**src/rtl/tlb_pkg.sv**
```systemverilog
// Shared sizing and state encoding for the L2 TLB search sequencer.
package tlb_pkg;

  localparam int TLB_SET_W    = 5;
  localparam int TLB_OFFSET_W = 4;
  localparam int TLB_ADDR_W   = TLB_SET_W + TLB_OFFSET_W + 1;
  localparam int TLB_BANK_BIT = TLB_ADDR_W - 1;

  typedef enum logic [1:0] {
    IDLE,
    SEARCH,
    DRAIN,
    DONE
  } l2_search_state_t;

endpackage

```
**src/rtl/l2_tlb_search_ctrl.sv**
```systemverilog
// Search sequencer for one check_ram slice of the L2 TLB: scans both banks of a set,
// two entries per cycle, and arbitrates config writes into the same RAM.
module l2_tlb_search_ctrl
  import tlb_pkg::*;
#(
  parameter int ADDR_WIDTH     = 32,
  parameter int PAGE_SIZE      = 4096,
  parameter int SET_WIDTH      = TLB_SET_W,
  parameter int OFFSET_WIDTH   = TLB_OFFSET_W,
  parameter int RAM_DATA_WIDTH = 32
) (
  input  logic                              clk_i,
  input  logic                              rst_i,
  input  logic                              req_valid_i,
  output logic                              req_ready_o,
  input  logic [ADDR_WIDTH-1:0]             req_addr_i,
  input  logic                              req_rw_i,
  input  logic                              cfg_valid_i,
  output logic                              cfg_ready_o,
  input  logic [SET_WIDTH+OFFSET_WIDTH:0]   cfg_addr_i,
  input  logic [RAM_DATA_WIDTH-1:0]         cfg_wdata_i,
  output logic                              resp_valid_o,
  input  logic                              resp_ready_i,
  output logic                              resp_hit_o,
  output logic                              resp_prot_o,
  output logic                              resp_multi_hit_o,
  output logic                              resp_master_o,
  output logic [SET_WIDTH+OFFSET_WIDTH:0]   resp_hit_addr_o,
  output logic [ADDR_WIDTH-1:0]             cr_in_addr_o,
  output logic                              cr_rw_type_o,
  output logic                              cr_ram_we_o,
  output logic [SET_WIDTH+OFFSET_WIDTH:0]   cr_port0_addr_o,
  output logic [SET_WIDTH+OFFSET_WIDTH:0]   cr_port1_addr_o,
  output logic [RAM_DATA_WIDTH-1:0]         cr_ram_wdata_o,
  output logic                              cr_searching_o,
  output logic [OFFSET_WIDTH-1:0]           cr_offset_addr_d_o,
  output logic                              cr_start_search_o,
  output logic                              cr_send_outputs_o,
  input  logic                              cr_hit_i,
  input  logic                              cr_prot_i,
  input  logic                              cr_multi_hit_i,
  input  logic                              cr_master_i,
  input  logic [SET_WIDTH+OFFSET_WIDTH:0]   cr_hit_addr_i
);

  localparam int IGNORE_LSB = $clog2(PAGE_SIZE);
  localparam int AW         = SET_WIDTH + OFFSET_WIDTH + 1;
  localparam logic [OFFSET_WIDTH-1:0] LAST_OFFSET = '1;

  l2_search_state_t          state_q, state_d;
  logic [OFFSET_WIDTH-1:0]   cnt_q, cnt_d;
  logic [OFFSET_WIDTH-1:0]   offset_d_q, offset_d_d;
  logic [SET_WIDTH-1:0]      set_q, set_d;
  logic [ADDR_WIDTH-1:0]     addr_q, addr_d;
  logic                      rw_q, rw_d;
  logic                      searching_q, searching_d;
  logic                      hit_q, hit_d;
  logic                      prot_q, prot_d;
  logic                      multi_q, multi_d;
  logic                      master_q, master_d;
  logic [AW-1:0]             hit_addr_q, hit_addr_d;
  logic                      issue;
  logic                      capture;

  always_ff @(posedge clk_i) begin
    if (rst_i) begin
      state_q     <= IDLE;
      cnt_q       <= '0;
      offset_d_q  <= '0;
      set_q       <= '0;
      addr_q      <= '0;
      rw_q        <= 1'b0;
      searching_q <= 1'b0;
      hit_q       <= 1'b0;
      prot_q      <= 1'b0;
      multi_q     <= 1'b0;
      master_q    <= 1'b0;
      hit_addr_q  <= '0;
    end else begin
      state_q     <= state_d;
      cnt_q       <= cnt_d;
      offset_d_q  <= offset_d_d;
      set_q       <= set_d;
      addr_q      <= addr_d;
      rw_q        <= rw_d;
      searching_q <= searching_d;
      hit_q       <= hit_d;
      prot_q      <= prot_d;
      multi_q     <= multi_d;
      master_q    <= master_d;
      hit_addr_q  <= hit_addr_d;
    end
  end

  // Outputs are forced low while reset is held so nothing leaks from a discarded search.
  always_comb begin
    state_d    = state_q;
    cnt_d      = cnt_q;
    offset_d_d = offset_d_q;
    set_d      = set_q;
    addr_d     = addr_q;
    rw_d       = rw_q;
    hit_d      = hit_q;
    prot_d     = prot_q;
    multi_d    = multi_q;
    master_d   = master_q;
    hit_addr_d = hit_addr_q;
    issue      = 1'b0;
    capture    = 1'b0;

    req_ready_o        = 1'b0;
    cfg_ready_o        = 1'b0;
    resp_valid_o       = 1'b0;
    resp_hit_o         = 1'b0;
    resp_prot_o        = 1'b0;
    resp_multi_hit_o   = 1'b0;
    resp_master_o      = 1'b0;
    resp_hit_addr_o    = '0;
    cr_in_addr_o       = '0;
    cr_rw_type_o       = 1'b0;
    cr_ram_we_o        = 1'b0;
    cr_port0_addr_o    = '0;
    cr_port1_addr_o    = '0;
    cr_ram_wdata_o     = '0;
    cr_searching_o     = 1'b0;
    cr_offset_addr_d_o = '0;
    cr_start_search_o  = 1'b0;
    cr_send_outputs_o  = 1'b0;

    if (!rst_i) begin
      case (state_q)
        IDLE: begin
          if (cfg_valid_i) begin
            cfg_ready_o     = 1'b1;
            cr_ram_we_o     = 1'b1;
            cr_port0_addr_o = cfg_addr_i;
            cr_ram_wdata_o  = cfg_wdata_i;
          end else begin
            req_ready_o = 1'b1;
            if (req_valid_i) begin
              addr_d  = req_addr_i;
              rw_d    = req_rw_i;
              set_d   = req_addr_i[IGNORE_LSB +: SET_WIDTH];
              cnt_d   = '0;
              state_d = SEARCH;
            end
          end
        end
        SEARCH: begin
          cr_start_search_o = !searching_q;
          // A hit on returning data stops the scan even if the last offset was just issued.
          if (searching_q && cr_hit_i) begin
            capture = 1'b1;
            state_d = DONE;
          end else begin
            issue = 1'b1;
            if (cnt_q == LAST_OFFSET) begin
              state_d = DRAIN;
            end else begin
              cnt_d = cnt_q + OFFSET_WIDTH'(1);
            end
          end
        end
        DRAIN: begin
          capture = 1'b1;
          state_d = DONE;
        end
        DONE: begin
          resp_valid_o      = 1'b1;
          resp_hit_o        = hit_q;
          resp_prot_o       = prot_q;
          resp_multi_hit_o  = multi_q;
          resp_master_o     = master_q;
          resp_hit_addr_o   = hit_addr_q;
          cr_send_outputs_o = resp_ready_i;
          if (resp_ready_i) begin
            state_d = IDLE;
          end
        end
        default: state_d = IDLE;
      endcase

      if (issue) begin
        cr_port0_addr_o = {1'b0, set_q, cnt_q};
        cr_port1_addr_o = {1'b1, set_q, cnt_q};
        offset_d_d      = cnt_q;
      end

      if (capture) begin
        hit_d      = cr_hit_i;
        prot_d     = cr_hit_i & cr_prot_i;
        multi_d    = cr_hit_i & cr_multi_hit_i;
        master_d   = cr_hit_i & cr_master_i;
        hit_addr_d = cr_hit_i ? cr_hit_addr_i : '0;
      end

      cr_in_addr_o       = addr_q;
      cr_rw_type_o       = rw_q;
      cr_searching_o     = searching_q;
      cr_offset_addr_d_o = offset_d_q;
    end

    searching_d = issue;
  end

endmodule

```
**config.mk**
```make
export PLATFORM = sky130hd
export DESIGN_NAME = l2_tlb_search_ctrl
export DESIGN_NICKNAME = d
export VERILOG_FILES = /design/src/rtl/tlb_pkg.sv /design/src/rtl/l2_tlb_search_ctrl.sv
export SDC_FILE = /design/constraint.sdc
export NUM_CORES = 1
export LEC_CHECK = 0
export ABC_AREA = 0
export CAP_MARGIN = 30
export CELL_PAD_IN_SITES_DETAIL_PLACEMENT = 2
export CELL_PAD_IN_SITES_GLOBAL_PLACEMENT = 2
export CORE_MARGIN = 8
export CORE_UTILIZATION = 18
export DETAILED_ROUTE_END_ITERATION = 8
export GPL_ROUTABILITY_DRIVEN = 0
export PLACE_DENSITY = 0.89
export SLEW_MARGIN = 20
export SYNTH_ARGS = -nofsm -noshare
export SYNTH_HDL_FRONTEND = slang
export SYNTH_SLANG_ARGS = --single-unit
```
**constraint.sdc**
```tcl
create_clock -name clk_i -period 2.72 [get_ports clk_i]
set_clock_uncertainty 0.05 [all_clocks]
set_input_delay 0.68 -clock clk_i [delete_from_list [all_inputs] [get_ports clk_i]]
set_output_delay 0.68 -clock clk_i [all_outputs]
set_load 0.1 [all_outputs]
```
==> flow_summary.yaml <==
worst_setup_path:
  worst_path_most_repeated_cell: "sky130_fd_sc_hd__buf_12"
  cp.depth: 7
  critical_path_peak_fanout: 9
  worstPathBufferInverterCount: 3
  r2r-start: "state_q[1]$_SDFFE_PP0P_"
  setup.worst_path.class: "flip-flop to output port"
  max_stage_delay_ns: 0.33
  cp_top_family: "compound AO/OA/AOI/OAI gates"
  setup.worst_path.end_class: "output port"
  critical_path.cell_chain: "inv_1 -> ha_4 -> a21bo_2 -> and2_1 -> buf_12 -> a21o_2 -> buf_12"
  worst_r2r_path_cells: 8
  startpoint_type: "flip-flop"
  timing.reg2reg.setup_slack_ns: 0.68
  critical_path_required_ns: 1.99
  timing.rr.end: "state_q[0]$_SDFFE_PP0P_"
  worst_path_max_delay_cell: "sky130_fd_sc_hd__dfxtp_2"
  arrival_ns: 1.91
power_and_ir_drop:
  power.density_cell_area_mw_per_mm2: 656
  net-switching-power_mw: 1.98
  leakagePower_nw: 2.72
  share_comb_of_total_power_pct: 54.8
  max-vdd-ir-drop_mv: 0.248
  clkPwrFrac_pct: 23.6
  sequentialPowerShare_pct: 21.6
  final_total_pwr_mw: 4.57
  intPower_mw: 2.58
  switching_share_of_power_pct: 43.4
synth:
  synth-seq-area-share_pct: 38.5
  synth-simple-area-share_pct: 38.6
  post_synth_mux_area_share_pct: 1.04
  synth_top_family_by_area: "simple AND/OR/NAND/NOR gates"
  synth_cell_types: 41
  synth_area_mm2: 0.00302
  yosys.area_share.xor_xnor_pct: 0
  synth_fp_nets: 500
  synth_cells: 401
  ys.warnings.count: 0
  synth_seq_cells: 58
  synth_area_per_cell_um2: 7.53
  synthAdderAreaFrac_pct: 2.07
  compound_gate_fraction_of_synth_area_pct: 14.1
clock_network:
  tritoncts_num_sinks: 58
  clkLatencyLatePin_ns: 0.31
  clk_pin_slew_ns: 0.05
  numCtsBuffers: 9
  holdBufCountCts: 0
  clock_tree.root_cell: "sky130_fd_sc_hd__clkbuf_16"
  cts_tree: "done"
  htree_levels: 3
  clk_path_buf_depth: 2
routing:
  wl_met3_um: 1040
  maxUsedRoutingLayer: "met4"
  wl_met2_um: 9030
  vias: 3614
  avgRoutedWirePerCell_um: 21.0
  detail_route.wirelength_um: 17400
  ant_nets: 0
  drc_errors: 0
  drt-pass1-iter-count: 4
  viasPerCell: 4.35
  m1WireLength_um: 7160
  detail_route.iter0.violations: 116
global_route:
  grt_start_max_net_pins: 43
  grt_usage_pct: 16.4
  number_of_antenna_violations_at_the_first_check_in_global_routing: 0
  vias_in_the_first_global_route: 4292
  globalRoute.totalOverflow: 0
  grt_pass1_wl_um: 27000
sta:
  final.min_clock_period_ns: 2.64
  finalHoldViolations: 0
  relSlewSlack_pct: 66.0
  worst-slew-pin-transition_ns: 0.509
  final_max_slew_viol_count: 0
  rsz0062_at_grt: "no"
  fmaxAchievable_ghz: 0.378
  layout_worst_path_cycle_share_pct: 97.2
  report.final.setup_viol: 0
run:
  max-cap-violations: 0
layout:
  final_cell_mix: "112 x sky130_fd_sc_hd__buf_12, 93 x sky130_fd_sc_hd__nand2_1, 90 x sky130_fd_sc_hd__clkdlybuf4s50_1"
  most_common_library_cell_in_the_layout_ignoring_fill_and_taps: "sky130_fd_sc_hd__buf_12"
  layout.core_utilization_pct: 42.3
  antenna_cells: 0
  instances_no_fill: 831
  n_fill_cell: 1691
  nNetsFinal: 706
  areaGrowthSynthToFinish_pct: 131
  layout-drive-gt1-share_pct: 37.8
floorplanning:
  initial_utilization_pct: 18.3
  die_height_um: 145
  die_width_um: 145
  core.rowCount: 47
  io-pin-count: 204
  full_die_area_mm2: 0.0212
  core_area_mm2: 0.0165
placed_design:
  dp.final_hpwl_um: 14800
  numPortBuffers: 203
  dp_cells: 816
hold_path:
  hold-path-cell-count: 2
  holdCritPathClass: "flip-flop to flip-flop"
  hold_path_end: "addr_q[5]$_SDFFE_PP0P_"
  min-delay-start: "addr_q[5]$_SDFFE_PP0P_"
status:
  outcome: "finished, final reports clean"
[power by group through the flow]
| stage | logic [mW] | clock network, mW | registers (mW) |
|---|---|---|---|
| floorplan | 1.51 | 0 | 0.975 |
| global placement | 2.41 | 0 | 0.985 |
| detailed placement | 2.50 | 0 | 0.998 |
| CTS | 2.52 | 1.13 | 0.989 |
| global route | 2.61 | 1.17 | 0.996 |
| finish | 2.50 | 1.08 | 0.987 |
[worst max path at each step]
stage	to	from
floorplan	cr_in_addr_o[10]	rst_i
global placement	cr_port0_addr_o[1]	cfg_valid_i
detailed placement	cr_port0_addr_o[4]	cfg_valid_i
CTS	cr_port0_addr_o[4]	state_q[0]$_SDFFE_PP0P_
global route	cr_port0_addr_o[4]	state_q[1]$_SDFFE_PP0P_
finish	cr_port0_addr_o[4]	state_q[1]$_SDFFE_PP0P_
[sequential cells by signal, indices dropped and copies added (netlist names), 2 cells and up]
name,flops
state_q,2
set_q,4
offset_d_q,4
cnt_q,4
hit_addr_q,10
addr_q,28
[synthesized netlist by cell type (all sizes together)]
cell    count  area, um2
a211oi      1       7.51
a21bo       1       10.0
a21boi      1       11.3
a21o        9       67.6
a21oi      53        265
a221oi      1       8.76
a22o        2       17.5
a22oi       1       7.51
a31o        1       8.76
a31oi       1       6.26
and2       52        328
and2b       1       7.51
and3       12       77.6
buf        12       70.1
clkbuf     21       88.8
dfxtp      58       1160
ha          5       62.6
inv         4       15.0
mux2        1       11.3
mux2i       2       20.0
nand2      93        349
nand2b      1       6.26
nand3      15       80.1
nand3b      2       15.0
nand4       1       6.26
nand4b      1       8.76
nor2        4       15.0
nor2b      40        250
nor3        1       5.00
nor3b       1       7.51
o211a       1       10.0
o21ai       1       5.00
or4         1       7.51
[per-stage QoR]
step | hold WS [ns] | worst slack, ns | instance area (um2) | setup TNS (ns)
global route | 0.426 | 0.00742 | 6960 | 0
finish | 0.402 | 0.0755 | 6960 | 0
floorplan | 0.377 | -0.401 | 3200 | -14.52
detailed placement | 0.397 | -0.135 | 6650 | -3.73
CTS | 0.406 | 0.0241 | 6960 | 0
global placement | 0.387 | -0.102 | 6650 | -0.812
[metal layers]
| layer | track usage, % | vias to the layer above |
|---|---|---|
| met5 | 0 | - |
| met4 | 3.33 | 0 |
| met3 | 5.01 | 14 |
| met2 | 30.3 | 154 |
| met1 | 18.1 | 1731 |
| li1 | - | 1715 |
[final cells by class]
type	instances	area [um2]	share of cell area (%)
clock inverter	2	10.0	0.144
sequential	58	1170	16.8
multi-input combinational	306	1870	26.9
tap	220	275	3.96
timing repair buffer	228	3340	48.0
clock buffer	13	280	4.03
inverter	4	15.0	0.216
[worst min-delay path: stages, from the launching register on]
cell	delay, ns
sky130_fd_sc_hd__dfxtp_1	0.30
sky130_fd_sc_hd__nand2_1	0.05
sky130_fd_sc_hd__a21oi_1	0.05
[cell families (layout without fill, tap and decap cells)]
kind of cell	Yosys count	after routing
buf+inv	37	247
simple gates	225	225
flops	58	58
mux	3	3
compound gates	73	73
fa+ha+maj	5	5
[what timing repair did]
item | CTS | global route
setup buffers | 0 | 0
setup endpoints to repair | 47 | 1
endpoints found under the hold margin | 0 | 0
gates resized for setup | 8 | 1
Note: power is estimated with default switching activity, not from simulation.
